**config.mk**
```make
export PLATFORM = sky130hd
export DESIGN_NAME = pool_pad_writer_flat
export DESIGN_NICKNAME = d
export VERILOG_FILES = /design/src/rtl/cnn_pkg.sv /design/src/rtl/pool_pad_writer_if.sv /design/src/rtl/pool_line_buffer.sv /design/src/rtl/pool_pad_writer.sv /design/src/flat_wrapper.sv
export SDC_FILE = /design/constraint.sdc
export NUM_CORES = 1
export LEC_CHECK = 0
export CAP_MARGIN = 10
export CORE_ASPECT_RATIO = 0.8
export CORE_MARGIN = 1.5
export CORE_UTILIZATION = 54
export DETAILED_ROUTE_END_ITERATION = 8
export PLACE_DENSITY = 0.71
export SLEW_MARGIN = 5
export SYNTH_ARGS = -nofsm -noshare
export SYNTH_HDL_FRONTEND = slang
export SYNTH_SLANG_ARGS = --single-unit
```
**constraint.sdc**
```tcl
create_clock -name clk -period 3.57 [get_ports clk]
set_clock_uncertainty 0.05 [all_clocks]
set_input_delay 0.5355 -clock clk [delete_from_list [all_inputs] [get_ports clk]]
set_output_delay 0.5355 -clock clk [all_outputs]
set_load 0.02 [all_outputs]
```
**src/rtl/cnn_pkg.sv**
```systemverilog
// Shared types and helpers for the pooled/padded feature-map writer.
// Pure declarations and constant functions; no clocked logic.
// No flow control of its own.
package cnn_pkg;

  typedef logic [7:0] byte_t;

  // Writer state encoding.
  typedef logic [1:0] pp_state_t;
  localparam pp_state_t PP_IDLE  = 2'd0;
  localparam pp_state_t PP_CLEAR = 2'd1;
  localparam pp_state_t PP_RUN   = 2'd2;
  localparam pp_state_t PP_FIN   = 2'd3;

  // Unsigned byte maximum.
  function automatic byte_t max_u8(input byte_t a, input byte_t b);
    return (a > b) ? a : b;
  endfunction

  // Linear address of cell (c,y,x) in a channel-major H x W map.
  function automatic int unsigned fmap_addr(input int unsigned c, input int unsigned y,
                                            input int unsigned x, input int unsigned h,
                                            input int unsigned w);
    return c * h * w + y * w + x;
  endfunction

  // Bits needed to hold the value n (at least 1).
  function automatic int cnt_w(input int n);
    return (n <= 1) ? 1 : $clog2(n + 1);
  endfunction

endpackage

```
**src/rtl/pool_pad_writer_if.sv**
```systemverilog
// Conv byte stream in, destination-RAM write port out.
// Stream carries no backpressure; ready only gates the upstream start.
// Write port is fire-and-forget, one byte per cycle at most.
interface pool_pad_writer_if import cnn_pkg::*; #(
  parameter int CHANNELS = 32,
  parameter int IN_W     = 28,
  parameter int IN_H     = 28,
  parameter int PAD      = 1
);
  localparam int OUT_W  = IN_W / 2 + 2 * PAD;
  localparam int OUT_H  = IN_H / 2 + 2 * PAD;
  localparam int ADDR_W = $clog2(CHANNELS * OUT_H * OUT_W);

  byte_t             in_data;
  logic              in_valid;
  logic              ready;
  byte_t             wr_data;
  logic              wr_we;
  logic [ADDR_W-1:0] wr_addr;

  // Environment side: drives the stream, observes the RAM port.
  modport master (output in_data, output in_valid,
                  input ready, input wr_data, input wr_we, input wr_addr);
  // Writer side.
  modport slave  (input in_data, input in_valid,
                  output ready, output wr_data, output wr_we, output wr_addr);
endinterface

```
**src/rtl/pool_line_buffer.sv**
```systemverilog
// Half-row store of horizontal pair maxima from the even pooling row.
// Read is combinational; write lands on the clock edge.
// No flow control; the caller never reads and writes one entry in the same cycle.
module pool_line_buffer import cnn_pkg::*; #(
  parameter int DEPTH = 14,
  parameter int AW    = 4
) (
  input  logic          clk,
  input  logic          we,
  input  logic [AW-1:0] waddr,
  input  byte_t         wdata,
  input  logic [AW-1:0] raddr,
  output byte_t         rdata
);

  byte_t mem [DEPTH];

  // Contents are don't-care after reset, so the array is never cleared.
  always_ff @(posedge clk) begin
    if (we) mem[waddr] <= wdata;
  end

  assign rdata = mem[raddr];

endmodule

```
**src/rtl/pool_pad_writer.sv**
```systemverilog
// 2x2/2 max-pool of a conv byte stream into a zero-bordered destination map.
// Border clear: one write per cycle; pooled write lands 1 cycle after its accepting edge.
// No backpressure: ready is high only in RUN; samples outside RUN are dropped and flagged.
module pool_pad_writer import cnn_pkg::*; #(
  parameter int CHANNELS = 32,
  parameter int IN_W     = 28,
  parameter int IN_H     = 28,
  parameter int PAD      = 1
) (
  input  logic             clk,
  input  logic             rst,
  input  logic             start,
  output logic             busy,
  output logic             done,
  output logic             overrun,
  pool_pad_writer_if.slave bus
);

  localparam int OUT_W  = IN_W / 2 + 2 * PAD;
  localparam int OUT_H  = IN_H / 2 + 2 * PAD;
  localparam int ADDR_W = $clog2(CHANNELS * OUT_H * OUT_W);
  localparam int HALF_W = IN_W / 2;

  // Counters are shared by the border walk and the stream walk, so they
  // are sized for whichever of the two geometries is larger.
  localparam int CW  = cnt_w(CHANNELS);
  localparam int RW  = cnt_w((IN_H > OUT_H) ? IN_H : OUT_H);
  localparam int XW  = cnt_w((IN_W > OUT_W) ? IN_W : OUT_W);
  localparam int LAW = cnt_w(HALF_W - 1);

  localparam logic [CW-1:0] CH_LAST    = CW'(CHANNELS - 1);
  localparam logic [RW-1:0] CLR_Y_LAST = RW'(OUT_H - 1);
  localparam logic [RW-1:0] Y_PAD      = RW'(PAD);
  localparam logic [RW-1:0] Y_BOT      = RW'(OUT_H - PAD);
  localparam logic [XW-1:0] CLR_X_LAST = XW'(OUT_W - 1);
  localparam logic [XW-1:0] X_PAD_M1   = XW'(PAD - 1);
  localparam logic [XW-1:0] X_RIGHT    = XW'(OUT_W - PAD);
  localparam logic [RW-1:0] RUN_Y_LAST = RW'(IN_H - 1);
  localparam logic [XW-1:0] RUN_X_LAST = XW'(IN_W - 1);
  localparam logic [RW-1:0] Y_LIM      = RW'(2 * (IN_H / 2));
  localparam logic [XW-1:0] X_LIM      = XW'(2 * (IN_W / 2));

  pp_state_t         state;
  logic [CW-1:0]     ch_cnt;
  logic [RW-1:0]     row_cnt;
  logic [XW-1:0]     col_cnt;
  byte_t             hmax;
  logic              ready_q;
  byte_t             wr_data_q;
  logic              wr_we_q;
  logic [ADDR_W-1:0] wr_addr_q;

  // Border walk
  logic              clr_row_border;
  logic              clr_last;
  logic [CW-1:0]     clr_nx_ch;
  logic [RW-1:0]     clr_nx_row;
  logic [XW-1:0]     clr_nx_col;
  logic [ADDR_W-1:0] clr_addr;

  // Stream walk
  logic              accept;
  logic              in_win;
  logic              run_last;
  byte_t             hp;
  byte_t             lb_rdata;
  logic              lb_we;
  logic [LAW-1:0]    lb_idx;
  logic [ADDR_W-1:0] run_addr;

  assign clr_row_border = (row_cnt < Y_PAD) || (row_cnt >= Y_BOT);
  assign clr_addr = ADDR_W'(fmap_addr(32'(ch_cnt), 32'(row_cnt), 32'(col_cnt), OUT_H, OUT_W));

  // Next border cell: interior cells of a non-border row are jumped over in one step.
  always_comb begin
    clr_nx_ch  = ch_cnt;
    clr_nx_row = row_cnt;
    clr_nx_col = col_cnt + 1'b1;
    clr_last   = 1'b0;
    if (col_cnt == CLR_X_LAST) begin
      clr_nx_col = '0;
      if (row_cnt == CLR_Y_LAST) begin
        clr_nx_row = '0;
        if (ch_cnt == CH_LAST) clr_last = 1'b1;
        else                   clr_nx_ch = ch_cnt + 1'b1;
      end else begin
        clr_nx_row = row_cnt + 1'b1;
      end
    end else if (!clr_row_border && (col_cnt == X_PAD_M1)) begin
      clr_nx_col = X_RIGHT;
    end
  end

  assign accept   = bus.in_valid && (state == PP_RUN);
  assign in_win   = (row_cnt < Y_LIM) && (col_cnt < X_LIM);
  assign run_last = (ch_cnt == CH_LAST) && (row_cnt == RUN_Y_LAST) && (col_cnt == RUN_X_LAST);
  assign hp       = max_u8(hmax, bus.in_data);
  assign lb_idx   = LAW'(col_cnt >> 1);
  assign lb_we    = !rst && accept && in_win && col_cnt[0] && !row_cnt[0];
  assign run_addr = ADDR_W'(fmap_addr(32'(ch_cnt), 32'(row_cnt >> 1) + PAD,
                                      32'(col_cnt >> 1) + PAD, OUT_H, OUT_W));

  pool_line_buffer #(
    .DEPTH (HALF_W),
    .AW    (LAW)
  ) u_lb (
    .clk   (clk),
    .we    (lb_we),
    .waddr (lb_idx),
    .wdata (hp),
    .raddr (lb_idx),
    .rdata (lb_rdata)
  );

  // Frame control, border clear, pooling and the registered write port.
  always_ff @(posedge clk) begin
    if (rst) begin
      state     <= PP_IDLE;
      ch_cnt    <= '0;
      row_cnt   <= '0;
      col_cnt   <= '0;
      hmax      <= '0;
      ready_q   <= 1'b0;
      busy      <= 1'b0;
      done      <= 1'b0;
      overrun   <= 1'b0;
      wr_data_q <= '0;
      wr_we_q   <= 1'b0;
      wr_addr_q <= '0;
    end else begin
      wr_we_q <= 1'b0;
      done    <= 1'b0;
      case (state)
        PP_IDLE: begin
          if (start) begin
            state   <= PP_CLEAR;
            busy    <= 1'b1;
            overrun <= 1'b0;
            ch_cnt  <= '0;
            row_cnt <= '0;
            col_cnt <= '0;
          end else if (bus.in_valid) begin
            overrun <= 1'b1;
          end
        end
        PP_CLEAR: begin
          if (bus.in_valid) overrun <= 1'b1;
          wr_we_q   <= 1'b1;
          wr_data_q <= '0;
          wr_addr_q <= clr_addr;
          if (clr_last) begin
            state   <= PP_RUN;
            ready_q <= 1'b1;
            ch_cnt  <= '0;
            row_cnt <= '0;
            col_cnt <= '0;
          end else begin
            ch_cnt  <= clr_nx_ch;
            row_cnt <= clr_nx_row;
            col_cnt <= clr_nx_col;
          end
        end
        PP_RUN: begin
          if (accept) begin
            if (in_win) begin
              if (!col_cnt[0]) begin
                hmax <= bus.in_data;
              end else if (row_cnt[0]) begin
                wr_we_q   <= 1'b1;
                wr_data_q <= max_u8(lb_rdata, hp);
                wr_addr_q <= run_addr;
              end
            end
            if (run_last) begin
              state   <= PP_FIN;
              ready_q <= 1'b0;
              ch_cnt  <= '0;
              row_cnt <= '0;
              col_cnt <= '0;
            end else if (col_cnt == RUN_X_LAST) begin
              col_cnt <= '0;
              if (row_cnt == RUN_Y_LAST) begin
                row_cnt <= '0;
                ch_cnt  <= ch_cnt + 1'b1;
              end else begin
                row_cnt <= row_cnt + 1'b1;
              end
            end else begin
              col_cnt <= col_cnt + 1'b1;
            end
          end
        end
        PP_FIN: begin
          if (bus.in_valid) overrun <= 1'b1;
          done  <= 1'b1;
          busy  <= 1'b0;
          state <= PP_IDLE;
        end
        default: state <= PP_IDLE;
      endcase
    end
  end

  assign bus.ready   = ready_q;
  assign bus.wr_data = wr_data_q;
  assign bus.wr_we   = wr_we_q;
  assign bus.wr_addr = wr_addr_q;

endmodule

```
**src/flat_wrapper.sv**
```systemverilog
// flat-port wrapper written by rule: the top's interface ports become plain ports
module pool_pad_writer_flat import cnn_pkg::*;
#(
  parameter int CHANNELS = 32,
  parameter int IN_W     = 28,
  parameter int IN_H     = 28,
  parameter int PAD      = 1
)
  (clk, rst, start, busy, done, overrun, bus_in_data, bus_in_valid, bus_ready, bus_wr_data, bus_wr_we, bus_wr_addr);
  pool_pad_writer_if #(.CHANNELS(CHANNELS), .IN_W(IN_W), .IN_H(IN_H), .PAD(PAD)) bus_i ();
  input  logic clk;
  input  logic rst;
  input  logic start;
  output logic busy;
  output logic done;
  output logic overrun;
  input wire logic [$bits(bus_i.in_data)-1:0] bus_in_data;
  input wire logic [$bits(bus_i.in_valid)-1:0] bus_in_valid;
  output wire logic [$bits(bus_i.ready)-1:0] bus_ready;
  output wire logic [$bits(bus_i.wr_data)-1:0] bus_wr_data;
  output wire logic [$bits(bus_i.wr_we)-1:0] bus_wr_we;
  output wire logic [$bits(bus_i.wr_addr)-1:0] bus_wr_addr;
  assign bus_i.in_data = bus_in_data;
  assign bus_i.in_valid = bus_in_valid;
  assign bus_ready = bus_i.ready;
  assign bus_wr_data = bus_i.wr_data;
  assign bus_wr_we = bus_i.wr_we;
  assign bus_wr_addr = bus_i.wr_addr;
  pool_pad_writer #(.CHANNELS(CHANNELS), .IN_W(IN_W), .IN_H(IN_H), .PAD(PAD)) u_core (.clk(clk), .rst(rst), .start(start), .busy(busy), .done(done), .overrun(overrun), .bus(bus_i));
endmodule
```
==> flow_summary.yaml, run 1 <==
synth:
  async_flop_share: 0
  postSynthCellCount: 653
  syn_avg_cell_area_um2: 12.2
  syn_nets: 705
  yosys_warnings: 0
  synth_seq_cells: 168
  synth.cell_area_um2: 7950
  synth-main-ff-cell: "edfxtp_1"
  ys_types: 52
  synth_edf_count: 112
  seq_area_frac_synth: 0.564
clocking:
  cts_tree: "done"
  cts_sinks: 168
  clk_latency_ns: 0.42
  clk_pin_slew_worst_paths_ns: 0.07
  cts_max_level: 4
  cts_made_buffers: 17
  root_buffer: "clkbuf_16"
  max-clock-path-buffers: 2
  ctsHoldBuffers: 0
status:
  status: "completed"
sta:
  min_period_over_period: 0.997
  setup_viol: 0
  period_needed_ns: 3.56
  drv_slew: 0
  relSlewSlack: 0.411
  hold_viol: 0
  clock.fmax_ghz: 0.281
  worstMarginPinSlew_ns: 0.880
  rsz0062_at_grt: "true"
power_and_ir_drop:
  power_density_nw_per_um2: 539
  leakage_nw: 3.55
  peakVddDrop_mv: 0.403
critical_path:
  criticalPathCategory: "reg2reg"
  critPathMaxFanout: 12
  worstRegToRegCells: 13
  cp.required_ns: 3.87
  r2r_slack_ns: 0.01
  cp.arrival_ns: 3.85
  crit_end: "u_core.bus.wr_data[7]$_SDFFE_PP0P_"
  r2r_end: "u_core.bus.wr_data[7]$_SDFFE_PP0P_"
  cp-end-kind: "flip-flop"
  cp-start-kind: "flip-flop"
cells_and_area:
  fin_cells: 949
  diodes: 0
  final_nets: 804
  area_growth_pct: 23.8
  num-fill-cells: 991
  layout-drive-gt1-share: 0.226
  final_cell_mix: "112 x edfxtp_1, 70 x buf_4, 59 x nor2_1"
  stdcell_area_um2: 9840
  final_common_cell: "edfxtp_1"
global_routing:
  grt_pass1_wl_um: 29100
  grt_antenna_before_repair: 0
  grt_max_degree: 41
  grt-ovfl-total: 0
  track_usage: 0.247
  grt_pass1_vias: 5401
placed_design:
  port_buffers: 37
  gp_congestion: 0.967
  dpl.hpwl_um: 12600
  place_inst: 898
  place_area_um2: 8880
routing:
  dr.pass1.iters: 5
  drc: 0
  drtAntennaViolNets: 0
  wl_per_cell_um: 19.9
  drt-total-wl_um: 18900
  num_vias: 5599
  drt_iter0_drc: 475
  via_per_inst: 5.90
floorplanning:
  die-area_um2: 15500
  ios: 38
  rows: 39
  dieWidth_um: 139
  start_util: 0.554
  die_h_um: 112
  coreArea_um2: 14300
flow_run:
  maxCapViolCount: 0
hold_path:
  hold_path.class: "reg2reg"
[flip-flops by register name, summed over array words and instances (netlist names), named ones only]
signal	count
u_core.bus.wr_data	8
u_core.busy	1
u_core.state	2
u_core.u_lb.mem	112
u_core.hmax	8
u_core.overrun	1
u_core.col_cnt	5
u_core.done	1
u_core.bus.ready	1
u_core.bus.wr_addr	13
u_core.row_cnt	5
u_core.bus.wr_we	1
u_core.ch_cnt	6
[cells in the mapped netlist, types with 7 or more instances]
master,number,area [µm²]
nand3_1,17,85.1
mux2i_1,33,330
a211oi_1,11,82.6
edfxtp_1,112,3360
dfxtp_1,56,1120
xor2_1,9,78.8
a21oi_1,35,175
ha_1,40,500
o21a_1,8,60.1
mux4_2,23,518
inv_1,41,154
nor3_1,8,40.0
nor2_1,59,221
xnor2_1,8,70.1
nand4_1,9,56.3
o21ai_0,18,90.1
nand2_1,48,180
o221ai_1,7,61.3
nor2b_1,7,43.8
o211ai_1,15,113
clkbuf_1,25,93.8
[power by group]
group          internal (mW)  switching (mW)
clock network           1.11           0.760
registers               2.17          0.0711
logic                  0.469           0.733
total                   3.74            1.56
[area by class of cell]
type                            count  area [µm²]  area share
Clock buffer                       18         429      0.0436
Sequential cell                   168        4500       0.457
Tap cell                          184         230      0.0234
Clock inverter                     14         173      0.0175
Multi-Input combinational cell    413        3400       0.345
Timing Repair Buffer              111         962      0.0978
Inverter                           41         154      0.0156
[how the worst min path moves through the flow]
stage,startpoint,endpoint,slack [ns],cells past startpoint
3_3_place_gp,u_core.bus.wr_addr[0]$_SDFFE_PP0P_,u_core.bus.wr_addr[0]$_SDFFE_PP0P_,0.39,2
3_5_place_dp,u_core.bus.wr_addr[3]$_SDFFE_PP0P_,u_core.bus.wr_addr[3]$_SDFFE_PP0P_,0.40,2
5_1_grt,u_core.bus.wr_addr[0]$_SDFFE_PP0P_,u_core.bus.wr_addr[0]$_SDFFE_PP0P_,0.44,2
6_report,u_core.bus.wr_addr[3]$_SDFFE_PP0P_,u_core.bus.wr_addr[3]$_SDFFE_PP0P_,0.41,2
2_1_floorplan,u_core.ch_cnt[5]$_SDFFE_PP0P_,u_core.ch_cnt[5]$_SDFFE_PP0P_,0.43,2
4_1_cts,u_core.bus.wr_addr[3]$_SDFFE_PP0P_,u_core.bus.wr_addr[3]$_SDFFE_PP0P_,0.41,2
[per-layer routing]
layer	wire, µm	GRT usage	up-vias
met1	8400	0.356	2770
met5	0	0	-
met2	9050	0.379	178
met3	1120	0.0533	26
li1	-	-	2625
met4	335	0.0750	0
[logic make-up after synthesis]
family          share of synthesized area
compound gates                     0.0957
xor+xnor                           0.0187
fa+ha+maj                          0.0630
buf+inv                            0.0357
flops                               0.564
mux                                 0.117
simple gates                        0.106
[critical path: stages (launching register included)]
cell and delay [ns]:
dfxtp_4 0.38, buf_12 0.16, mux4_2 0.56, o211ai_1 0.28, o21a_1 0.24, inv_1 0.07
ha_1 0.30, a21o_1 0.15, a211oi_2 0.08, buf_4 0.15, a221oi_4 0.29, nand3_2 0.16
a211o_4 0.41, o221ai_1 0.18
[per-stage QoR]
step | hold WS, ns | power, mW | worst slack [ns] | TNS [ns] | utilization
final | 0.405 | 5.31 | 0.0116 | 0 | 0.686
after detailed placement | 0.401 | 3.40 | -0.693 | -5.36 | 0.619
after global routing | 0.437 | 5.54 | -0.168 | -1.01 | 0.686
after global placement | 0.394 | 3.35 | -0.518 | -4.06 | 0.619
after floorplan | 0.430 | 3.00 | 0.00165 | 0 | -
after CTS | 0.409 | 5.29 | 0.0198 | 0 | 0.675
[what timing repair did]
| action | 4_1_cts | 5_1_grt |
|---|---|---|
| cloned | 0 | 1 |
| gates resized for setup | 36 | 17 |
| setup endpoints to repair | 8 | 8 |
| buffers inserted | 8 | 10 |
| pin swaps | 17 | 13 |
No activity file was read; power rests on OpenSTA's default activity.
==> inputs of run 2 (changes only) <==
Settings changed: SKIP_LAST_GASP from default to 1, SLEW_MARGIN 5 to default.
==> flow_summary.yaml, run 2 (synthesized netlist as in run 1, its figures left out) <==
cells_and_area:
  diodes: 0
  layout-drive-gt1-share: 0.226
  area_growth_pct: 23.8
  fin_cells: 949
  final_nets: 804
  final_cell_mix: "112 x edfxtp_1, 70 x buf_4, 59 x nor2_1"
  regMostFlops: "u_core.u_lb.mem"
  final_common_cell: "edfxtp_1"
  largest_reg_flops: 112
critical_path:
  r2r_slack_ns: 0.01
  critPathMaxFanout: 12
  cp_cell_sequence: "buf_12, mux4_2, o211ai_1, o21a_1, inv_1, ha_1, a21o_1, a211oi_2, buf_4, a221oi_4, nand3_2, a211o_4, o221ai_1"
  cp.required_ns: 3.87
  worstRegToRegCells: 13
  cpMaxStageDelayCell: "mux4_2"
  criticalPathCategory: "reg2reg"
  path_delay_family: "compound AO/OA/AOI/OAI gates"
  critical-path-max-stage-delay_ns: 0.56
  cp.arrival_ns: 3.85
  cp_num_buf_inv: 3
  r2r_end: "u_core.bus.wr_data[7]$_SDFFE_PP0P_"
  cp-end-kind: "flip-flop"
  cp-start-kind: "flip-flop"
clocking:
  max-clock-path-buffers: 2
  cts_max_level: 4
  clk_latency_ns: 0.42
  cts_tree: "done"
  clk_pin_slew_worst_paths_ns: 0.07
  cts_sinks: 168
  root_buffer: "clkbuf_16"
  cts_made_buffers: 17
  ctsHoldBuffers: 0
power_and_ir_drop:
  power_density_nw_per_um2: 539
  seqPwrFrac: 0.422
  switching_share: 0.294
  internal_power_mw: 3.74
  p_sw_mw: 1.56
  finalPower_mw: 5.31
  combPwrFrac: 0.227
  p_clk_frac: 0.351
  peakVddDrop_mv: 0.403
  leakage_nw: 3.55
floorplanning:
  ios: 38
  rows: 39
  start_util: 0.554
  die-area_um2: 15500
  coreArea_um2: 14300
  die_h_um: 112
  dieWidth_um: 139
hold_path:
  hold_path.class: "reg2reg"
  min_from: "u_core.bus.wr_addr[3]$_SDFFE_PP0P_"
  min_to: "u_core.bus.wr_addr[3]$_SDFFE_PP0P_"
  hold_path_depth: 2
routing:
  dr.pass1.iters: 6
  num_vias: 5614
  drt-total-wl_um: 18900
  drtAntennaViolNets: 0
  wl_per_cell_um: 19.9
  drc: 0
  via_per_inst: 5.92
  drt_iter0_drc: 462
placed_design:
  gp_congestion: 0.967
  place_inst: 898
  dpl_worst_slack_ns: -0.693
  dpl.hpwl_um: 12600
  port_buffers: 37
sta:
  hold_slack_ns: 0.405
  period_needed_ns: 3.56
  drv_slew: 0
  min_period_over_period: 0.997
  rsz0062_at_grt: "true"
  clock.fmax_ghz: 0.281
  worstMarginPinSlew_ns: 0.881
  relSlewSlack: 0.411
  setup_viol: 0
  hold_viol: 0
  setup_slack_ns: 0.0121
global_routing:
  grt_antenna_before_repair: 0
  grt-ovfl-total: 0
  grt_pass1_vias: 5401
  track_usage: 0.247
  grt_pass1_wl_um: 29100
  grt_max_degree: 41
flow_run:
  maxCapViolCount: 0
status:
  status: "completed"
==> run 2: how the worst max path moves through the flow <==
| stage | startpoint | end | slack [ns] | cells after the start |
|---|---|---|---|---|
| 2_1_floorplan | bus_in_data[6] | u_core.bus.wr_data[1]$_SDFFE_PP0P_ | 0.002 | 15 |
| 3_3_place_gp | bus_in_data[6] | u_core.bus.wr_data[5]$_SDFFE_PP0P_ | -0.52 | 15 |
| 3_5_place_dp | bus_in_data[1] | u_core.bus.wr_data[4]$_SDFFE_PP0P_ | -0.69 | 17 |
| 4_1_cts | bus_in_data[1] | u_core.bus.wr_data[7]$_SDFFE_PP0P_ | 0.02 | 17 |
| 5_1_grt | bus_in_data[4] | u_core.bus.wr_data[6]$_SDFFE_PP0P_ | -0.17 | 17 |
| 6_report | flip-flop | u_core.bus.wr_data[7]$_SDFFE_PP0P_ | 0.01 | 13 |
==> run 2: metrics by stage <==
step / setup TNS (ns) / utilization / area, µm²
6_report: 0 / 0.686 / 9840
5_1_grt: -1.01 / 0.686 / 9840
4_1_cts: 0 / 0.675 / 9690
3_5_place_dp: -5.36 / 0.619 / 8880
3_3_place_gp: -4.06 / 0.619 / 8880
2_1_floorplan: 0 / - / 7970
==> run 2: layout make-up <==
type | instances | area, µm²
flip-flops and latches | 168 | 4500
multi-input cells | 413 | 3400
clock inverters | 14 | 173
inverters | 41 | 154
repair buffers | 111 | 962
well taps | 184 | 230
fillers | 991 | 4500
clock buffers | 18 | 429
==> run 2: metal layers <==
layer | track usage | vias up | wire length [µm] | share of wire
met5 | 0 | - | 0 | 0
met4 | 0.0750 | 0 | 335 | 0.018
met3 | 0.0533 | 26 | 1330 | 0.070
met2 | 0.379 | 213 | 9030 | 0.48
met1 | 0.356 | 2751 | 8230 | 0.43
li1 | - | 2624 | - | -
==> run 2: tightest hold or removal path: stages, from the launching register on <==
cell     delay [ns]
dfxtp_1        0.31
nand2_1        0.05
a21oi_1        0.05
==> run 2: repair_timing <==
item / 4_1_cts / 5_1_grt
gates cloned: 0 / 1
setup endpoints to repair: 8 / 8
endpoints found under the hold margin: 0 / 0
setup buffers: 8 / 10
resized for setup: 36 / 17
pin swaps: 17 / 13
==> run 2: power by group through the flow <==
stage | combinational, mW | clock, mW | sequential [mW]
5_1_grt | 1.32 | 1.97 | 2.25
3_5_place_dp | 1.12 | 0 | 2.28
2_1_floorplan | 0.703 | 0 | 2.30
3_3_place_gp | 1.08 | 0 | 2.27
6_report | 1.20 | 1.86 | 2.24
4_1_cts | 1.17 | 1.89 | 2.24
